===== config.mk =====
export PLATFORM = sky130hd
export DESIGN_NAME = countdown_arbiter_flat
export DESIGN_NICKNAME = d
export VERILOG_FILES = /design/src/rtl/countdown_arbiter_if.sv /design/src/rtl/countdown_arbiter.sv /design/src/flat_wrapper.sv
export SDC_FILE = /design/constraint.sdc
export NUM_CORES = 1
export LEC_CHECK = 0
export ABC_AREA = 1
export CORE_UTILIZATION = 48
export CTS_CLUSTER_SIZE = 20
export DETAILED_ROUTE_END_ITERATION = 6
export GPL_ROUTABILITY_DRIVEN = 0
export PLACE_DENSITY = 0.89
export SLEW_MARGIN = 20
export SYNTH_ARGS = -nofsm -noshare
export SYNTH_HDL_FRONTEND = slang
export SYNTH_SLANG_ARGS = --single-unit

===== constraint.sdc =====
create_clock -name clk -period 2.86 [get_ports clk]
set_input_delay 0.286 -clock clk [delete_from_list [all_inputs] [get_ports clk]]
set_output_delay 0.286 -clock clk [all_outputs]
set_load 0.01 [all_outputs]

===== src/rtl/countdown_arbiter_if.sv =====
// Request/grant bundle for countdown_arbiter.
// master = requester side (drives req/len/tick), slave = arbiter side.
interface countdown_arbiter_if #(
    parameter int unsigned NREQ  = 4,
    parameter int unsigned WIDTH = 8
);
    logic [NREQ-1:0]       req;
    logic [NREQ*WIDTH-1:0] len;
    logic                  tick;
    logic [NREQ-1:0]       gnt;
    logic                  busy;
    logic [WIDTH-1:0]      count;
    logic                  done;
    logic [2:0]            done_id;

    modport master (
        output req, len, tick,
        input  gnt, busy, count, done, done_id
    );

    modport slave (
        input  req, len, tick,
        output gnt, busy, count, done, done_id
    );
endinterface


===== src/rtl/countdown_arbiter.sv =====
// Countdown arbiter: grants one requester at a time, loads its len slice and
// counts it down on tick; pulses done for one cycle when the count expires.
// Optional macro CDA_ROUND_ROBIN_EN selects round-robin arbitration from a
// rotating pointer; when undefined the lowest asserted index wins.
module countdown_arbiter #(
    parameter int unsigned NREQ  = 4,
    parameter int unsigned WIDTH = 8
) (
    input  logic                clk,
    input  logic                rst,
    countdown_arbiter_if.slave  bus
);
    localparam int unsigned IDW = 3;

    typedef enum logic [1:0] {
        S_IDLE = 2'd0,
        S_RUN  = 2'd1,
        S_DONE = 2'd2
    } state_e;

    state_e           state_q, state_d;
    logic [NREQ-1:0]  gnt_q, gnt_d;
    logic [WIDTH-1:0] count_q, count_d;
    logic             busy_q, busy_d;
    logic             done_q, done_d;
    logic [IDW-1:0]   done_id_q, done_id_d;
    logic [IDW-1:0]   idx_q, idx_d;

    logic             win_vld;
    logic [IDW-1:0]   win_idx;
    logic [WIDTH-1:0] win_len;
    logic             abort;
    logic             expire;

    // Granted requester dropped its request while counting
    assign abort  = (state_q == S_RUN) && ((bus.req & gnt_q) == '0);
    // Final decrement of the running interval
    assign expire = bus.tick && (count_q == WIDTH'(1));

`ifdef CDA_ROUND_ROBIN_EN
    logic [IDW-1:0] ptr_q, ptr_d;
    logic [IDW-1:0] idx_nxt;

    assign idx_nxt = (idx_q == IDW'(NREQ - 1)) ? '0 : idx_q + IDW'(1);

    // Round-robin pick: first asserted req at/after pointer, then wrap
    always_comb begin
        win_vld = 1'b0;
        win_idx = '0;
        win_len = '0;
        for (int unsigned i = 0; i < NREQ; i++) begin
            if (!win_vld && bus.req[i] && (i >= 32'(ptr_q))) begin
                win_vld = 1'b1;
                win_idx = IDW'(i);
                win_len = bus.len[i*WIDTH +: WIDTH];
            end
        end
        for (int unsigned i = 0; i < NREQ; i++) begin
            if (!win_vld && bus.req[i]) begin
                win_vld = 1'b1;
                win_idx = IDW'(i);
                win_len = bus.len[i*WIDTH +: WIDTH];
            end
        end
    end

    // Pointer moves past the granted index on completion or abort
    always_comb begin
        ptr_d = ptr_q;
        if (abort || (state_q == S_DONE)) begin
            ptr_d = idx_nxt;
        end
    end

    // Pointer register
    always_ff @(posedge clk or posedge rst) begin
        if (rst) begin
            ptr_q <= '0;
        end else begin
            ptr_q <= ptr_d;
        end
    end
`else
    // Fixed priority pick: lowest asserted index
    always_comb begin
        win_vld = 1'b0;
        win_idx = '0;
        win_len = '0;
        for (int unsigned i = 0; i < NREQ; i++) begin
            if (!win_vld && bus.req[i]) begin
                win_vld = 1'b1;
                win_idx = IDW'(i);
                win_len = bus.len[i*WIDTH +: WIDTH];
            end
        end
    end
`endif

    // State register
    always_ff @(posedge clk or posedge rst) begin
        if (rst) begin
            state_q <= S_IDLE;
        end else begin
            state_q <= state_d;
        end
    end

    // Next-state logic
    always_comb begin
        state_d = state_q;
        case (state_q)
            S_IDLE: begin
                if (win_vld) begin
                    state_d = (win_len == '0) ? S_DONE : S_RUN;
                end
            end
            S_RUN: begin
                if (abort) begin
                    state_d = S_IDLE;
                end else if (expire) begin
                    state_d = S_DONE;
                end
            end
            S_DONE:  state_d = S_IDLE;
            default: state_d = S_IDLE;
        endcase
    end

    // Output/datapath next values
    always_comb begin
        gnt_d     = gnt_q;
        count_d   = count_q;
        idx_d     = idx_q;
        done_d    = 1'b0;
        done_id_d = '0;
        case (state_q)
            S_IDLE: begin
                if (win_vld) begin
                    gnt_d   = NREQ'(1) << win_idx;
                    count_d = win_len;
                    idx_d   = win_idx;
                    if (win_len == '0) begin
                        done_d    = 1'b1;
                        done_id_d = win_idx;
                    end
                end else begin
                    gnt_d = '0;
                end
            end
            S_RUN: begin
                if (abort) begin
                    gnt_d = '0;
                end else if (bus.tick && (count_q != '0)) begin
                    count_d = count_q - WIDTH'(1);
                    if (expire) begin
                        done_d    = 1'b1;
                        done_id_d = idx_q;
                    end
                end
            end
            S_DONE: begin
                gnt_d = '0;
            end
            default: begin
                gnt_d = '0;
            end
        endcase
        busy_d = |gnt_d;
    end

    // Registered outputs
    always_ff @(posedge clk or posedge rst) begin
        if (rst) begin
            gnt_q     <= '0;
            count_q   <= '0;
            busy_q    <= 1'b0;
            done_q    <= 1'b0;
            done_id_q <= '0;
            idx_q     <= '0;
        end else begin
            gnt_q     <= gnt_d;
            count_q   <= count_d;
            busy_q    <= busy_d;
            done_q    <= done_d;
            done_id_q <= done_id_d;
            idx_q     <= idx_d;
        end
    end

    assign bus.gnt     = gnt_q;
    assign bus.count   = count_q;
    assign bus.busy    = busy_q;
    assign bus.done    = done_q;
    assign bus.done_id = done_id_q;

endmodule


===== src/flat_wrapper.sv =====
// flat-port wrapper written by rule: the top's interface ports become plain ports
module countdown_arbiter_flat 
#(
    parameter int unsigned NREQ  = 4,
    parameter int unsigned WIDTH = 8
)
  (clk, rst, bus_req, bus_len, bus_tick, bus_gnt, bus_busy, bus_count, bus_done, bus_done_id);
  countdown_arbiter_if #(.NREQ(NREQ), .WIDTH(WIDTH)) bus_i ();
  input  logic clk;
  input  logic rst;
  input wire logic [$bits(bus_i.req)-1:0] bus_req;
  input wire logic [$bits(bus_i.len)-1:0] bus_len;
  input wire logic [$bits(bus_i.tick)-1:0] bus_tick;
  output wire logic [$bits(bus_i.gnt)-1:0] bus_gnt;
  output wire logic [$bits(bus_i.busy)-1:0] bus_busy;
  output wire logic [$bits(bus_i.count)-1:0] bus_count;
  output wire logic [$bits(bus_i.done)-1:0] bus_done;
  output wire logic [$bits(bus_i.done_id)-1:0] bus_done_id;
  assign bus_i.req = bus_req;
  assign bus_i.len = bus_len;
  assign bus_i.tick = bus_tick;
  assign bus_gnt = bus_i.gnt;
  assign bus_busy = bus_i.busy;
  assign bus_count = bus_i.count;
  assign bus_done = bus_i.done;
  assign bus_done_id = bus_i.done_id;
  countdown_arbiter #(.NREQ(NREQ), .WIDTH(WIDTH)) u_core (.clk(clk), .rst(rst), .bus(bus_i));
endmodule

## Yosys cells after proc, flatten, opt, wreduce, memory -nomap -nowiden

Index checks and enable logic that the tools add are counted.

- Logic and storage cells: 69
- Flip-flop bits (word level): 22
- Output and inout port bits: 17

- Reductions and logical operators: 18
- $add $sub $neg: 1
- Equal/unequal tests: 6
- Bitwise operators: 1
- Shifts and indexed selects: 1
- Mux-type cells: 35

Operators by type and width:

| cell | count |
|---|---|
| 8-bit two-way mux | 7 |
| 8-bit case mux with 2 select lines | 1 |
| 2-bit two-way mux | 7 |
| 3-bit two-way mux | 4 |
| 1-bit two-way mux | 10 |
| 8-bit by 1-bit == test with 1-bit output, second input constant | 1 |
| 8-bit logical NOT | 1 |
| 4-bit two-way mux | 2 |
| 4-bit case mux with 2 select lines | 1 |
| 8-bit nonzero test | 1 |
| 8-bit by 1-bit subtractor with 8-bit output, second input constant | 1 |
| 1-bit logical AND | 6 |
| 3-bit case mux with 2 select lines | 1 |
| 4-bit bitwise AND | 1 |
| 4-bit logical NOT | 1 |
| 2-bit inequality test, second input constant | 2 |
| 2-bit case mux with 2 select lines | 1 |
| 2-bit AND reduction | 2 |
| 4-bit AND reduction | 1 |
| 4-bit OR reduction | 1 |
| 1-bit by 2-bit left shift with 4-bit output, first input constant | 1 |
| 1-bit logical NOT | 3 |
| 3-bit by 1-bit inequality test with 1-bit output, second input constant | 1 |
| 2-bit by 1-bit == test with 1-bit output, second input constant | 1 |
| other kinds (4) | 4 |

## Longest topological paths before layout

- Depth after elaboration: 14
- Gate-level depth with buffers: 13
- Gate-level depth less buffers: 12

## Least setup slack after synthesis

Ideal clock, no wire load.

- Path type: register to register
- From: register u_core.count_q[4], in the netlist u_core.bus.count[4]
- To: register u_core.count_q[2], in the netlist u_core.bus.count[2]
- Setup time: 121 ps
- Slack: 1363 ps
- Period minus slack after synthesis: 1497 ps
- Data arrival time: 1375 ps
- Cell stages (with the launch flop): 9
- Path through: dfrtp_1 or2_1 nor3_1 nand3_1 nand3_2 nand2_2 buf_6 o211ai_1 nand2_1

- Longest elaborated chain between the ends: 4

RTL lines:

| element | RTL line | text |
|---|---|---|
| start, declared | countdown_arbiter.sv:23 | `logic [WIDTH-1:0] count_q, count_d;` |
| start signal, assigned | countdown_arbiter.sv:182 | `count_q <= count_d;` |
| 8-bit nonzero test | countdown_arbiter.sv:153 | `end else if (bus.tick && (count_q != '0)) begin` |
| 1-bit logical AND | countdown_arbiter.sv:153 |  |
| 2-bit inequality test (no line) | - |  |
| 4-bit AND reduction (no line) | - |  |

No other way between the ends.
A chain may end at the register's enable or synchronous reset.

## Worst setup path after layout

- From: input bus_req[0]
- To: register u_core.done_id_q[0], in the netlist u_core.bus.done_id[0]

- Longest elaborated chain between the ends: 14
- Elaborated cells between the ends (all ways): 25

RTL lines:

| element | RTL line | text |
|---|---|---|
| start, declared | flat_wrapper.sv:11 | `input wire logic [$bits(bus_i.req)-1:0] bus_req;` |
| 1-bit two-way mux | countdown_arbiter.sv:90 | `if (!win_vld && bus.req[i]) begin` |
| 1-bit logical NOT | countdown_arbiter.sv:90 |  |
| 1-bit logical AND | countdown_arbiter.sv:90 |  |
| 1-bit two-way mux | countdown_arbiter.sv:90 |  |
| 1-bit logical NOT | countdown_arbiter.sv:90 |  |
| 1-bit logical AND | countdown_arbiter.sv:90 |  |
| 1-bit two-way mux | countdown_arbiter.sv:90 |  |
| 1-bit logical NOT | countdown_arbiter.sv:90 |  |
| 1-bit logical AND | countdown_arbiter.sv:90 |  |
| 8-bit two-way mux | countdown_arbiter.sv:90 |  |
| 8-bit logical NOT | countdown_arbiter.sv:142 | `if (win_len == '0) begin` |
| 2-bit two-way mux | countdown_arbiter.sv:142 |  |
| 3-bit two-way mux | countdown_arbiter.sv:138 | `if (win_vld) begin` |
| 3-bit case mux with 2 select lines * | countdown_arbiter.sv:136 | `case (state_q)` |
| named net u_core.done_id_d[0] | countdown_arbiter.sv:26 | `logic [IDW-1:0] done_id_q, done_id_d;` |
| end signal, assigned | countdown_arbiter.sv:185 | `done_id_q <= done_id_d;` |
| end, declared | countdown_arbiter.sv:26 |  |

Mark *: on every way through the listed nets, which the timed path passes. The rest lies on a longest branch.

==> impl_metrics.ini <==
[route]
via_per_inst = 4.96
vias = 1646
routed_wl_mm = 3.80
antenna_left = 0
drt_iter0_drc = 99
firstDrtPassIters = 4
drc_errors = 0
wl_per_cell_um = 11.4

[power]
p_per_area_mw_per_mm2 = 738
vdd_drop_max_mv = 0.313
total_power_mw = 1.57
cellLeakagePower_nw = 1.03

[finish]
final_util = 0.703
regArea_sq_um = 500
multi_input_area_sq_um = 835
layout-drive-gt1-share = 0.0764
layout.filler_cells = 258
antenna_cells = 0
final_common_cell = nand2_1
nets = 331
area_delta_synth_final_pct = 40.2
final_cell_mix = nand2_1 (62), clkdlybuf4s50_1 (54), nor2_1 (34)

[synth]
synth_xor_area_frac = 0.00577
synth_cell_type_count = 28
ys_seq_elements = 20
yosys_warnings = 0
syn-mean-instance-area_sq_um = 6.49
synth-simple-area-share = 0.414
synth_compound_area_frac = 0.102
postSynthCellCount = 234
synth_top_family_by_area = simple AND/OR/NAND/NOR gates
synthMuxAreaShare = 0
seq_area_frac_synth = 0.329
netlist_area_sq_mm = 0.00152
synth_fa_ha_area_frac = 0.0247
synth-main-ff-cell = dfrtp_1
syn_nets = 276
async_flop_share = 1.00
synth_edf_count = 0

[clocking]
clk_latency_ns = 0.31
clk_path_buf_depth = 2
cts_root_buffer = clkbuf_4
post-cts-setup-buffers = 0
cts_resized = 0
cts_tree = built
htreeDepth = 1
clock-sinks = 20
cts-hold-fix-buffers = 0
path_clk_slew_ns = 0.12
cts_buffers = 3

[timing]
hold_viol_final = 0
tns_ns = 0
min_period_ns = 1.99
maxSlewHeadroom = 0.488
rsz0062_at_grt = false
fin_crit_sh = 0.696
skew_ns = 0.00376
max_freq_mhz = 503
tightest_slew_ns = 0.766
layout_setup_ws_ns = 0.871
setup-violations-final = 0
slew_violations = 0

[worst_setup_path]
r2r_start = u_core.state_q[1]$_DFFE_PP0P_
worstPathRequired_ns = 3.08
worstPathArrival_ns = 2.21
worst-path-max-fanout = 12
r2r_end = u_core.bus.count[5]$_DFFE_PP0P_
critical_path_class = in2reg
ff2ff_path_depth = 9
end_kind = register
r2r_slack_ns = 1.13
crit_path_start_kind = input port

[global_route]
grt_usage = 0.241
overflow = 0
grt_pass1_wl_mm = 6.30
antenna_found_initial = 0
grt_pass1_vias = 1521
grt_max_degree = 21

[die]
fp-row-count = 20
ios = 56
die_x_um = 58.3
core-area_sq_mm = 0.00303
die_h_um = 58.3
start_util = 0.502
die_area_sq_mm = 0.00339

[job]
drv_cap = 0

[min_path]
hold_path_class = in2async

[placement]
io_buffers = 54
place_ws_ns = 0.539
hpwl_mm = 2.96

[status]
outcome = complete, no violations
layer usage:
layer / up-vias / share of wire / global-route usage
met5: - / 0 / 0
met4: 0 / 0.018 / 0.112
met3: 7 / 0.043 / 0.0313
met2: 58 / 0.48 / 0.404
met1: 733 / 0.46 / 0.308
li1: 848 / - / -
synth_stat cells (2+ instances only):
master    instances  area share
clkinv_1          2      0.0049
nand2_1          62        0.15
dfrtp_1          20        0.33
nand3b_1          2      0.0099
nand2_2           3       0.012
inv_2             4      0.0099
ha_1              3       0.025
buf_6             3       0.022
o211ai_1          3       0.015
o21ai_0          12       0.040
nor2_4            2       0.015
nand3_1          26       0.086
o21ai_1           6       0.020
nor2_2            3       0.012
inv_1            29       0.072
nand3_2           4       0.026
nor2_1           34       0.084
a21oi_1           4       0.013
nand4_1           2      0.0082
buf_4             2      0.0099
layout make-up:
type,instances,area share
Tap cell,44,0.0259
Clock buffer,3,0.0106
Inverter,35,0.0617
Multi-Input combinational cell,173,0.392
Timing Repair Buffer,56,0.261
Clock inverter,1,0.0141
Sequential cell,20,0.235
sequential cells by signal, indices dropped and copies added (netlist names):
register,count
u_core.bus.busy,1
u_core.state_q,2
u_core.bus.gnt,4
u_core.bus.count,8
u_core.bus.done,1
u_core.bus.done_id,2
u_core.idx_q,2
cell families after synthesis:
logic type	count (synthesis)
compound gates	28
flops	20
other cells	1
xor+xnor	1
fa+ha+maj	3
buf+inv	41
simple gates	140
worst max path at each step:
stage                                                 end  slack, ns                            start  cells after the start
after floorplan           u_core.bus.count[2]$_DFFE_PP0P_       1.36  u_core.bus.count[4]$_DFFE_PP0P_                      8
after global placement    u_core.bus.done_id[0]$_DFF_PP0_       0.61                       bus_req[0]                     11
after detailed placement  u_core.bus.done_id[1]$_DFF_PP0_       0.54                       bus_req[0]                     11
after CTS                 u_core.bus.done_id[1]$_DFF_PP0_       0.87                       bus_req[0]                     11
after global routing      u_core.bus.done_id[0]$_DFF_PP0_       0.67                       bus_req[1]                     11
final                     u_core.bus.done_id[0]$_DFF_PP0_       0.87                       bus_req[0]                     11
worst max-delay path, cell delays in order:
cell             delay [ns]
clkdlybuf4s50_1        0.51
nor2_2                 0.45
nand2_1                0.19
nor2_1                 0.25
nand2_1                0.08
nand3_1                0.11
nor2_1                 0.06
nand2_2                0.09
nor2_4                 0.05
nand3_1                0.06
nand2_1                0.05
through the flow:
step	cell area (sq um)	cells	hold WS [ns]
5_1_grt	2130	332	0.460
6_report	2130	332	0.394
3_3_place_gp	2080	328	0.468
2_1_floorplan	1520	234	0.250
3_5_place_dp	2080	328	0.479
4_1_cts	2130	332	0.419
report_power, final:
part / switching, mW / internal (mW) / leakage (nW)
logic: 0.497 / 0.369 / 0.747
registers: 0.0833 / 0.385 / 0.257
clock network: 0.0949 / 0.142 / 0.0279
total: 0.675 / 0.896 / 1.03
(Power assumes the default switching activity.)
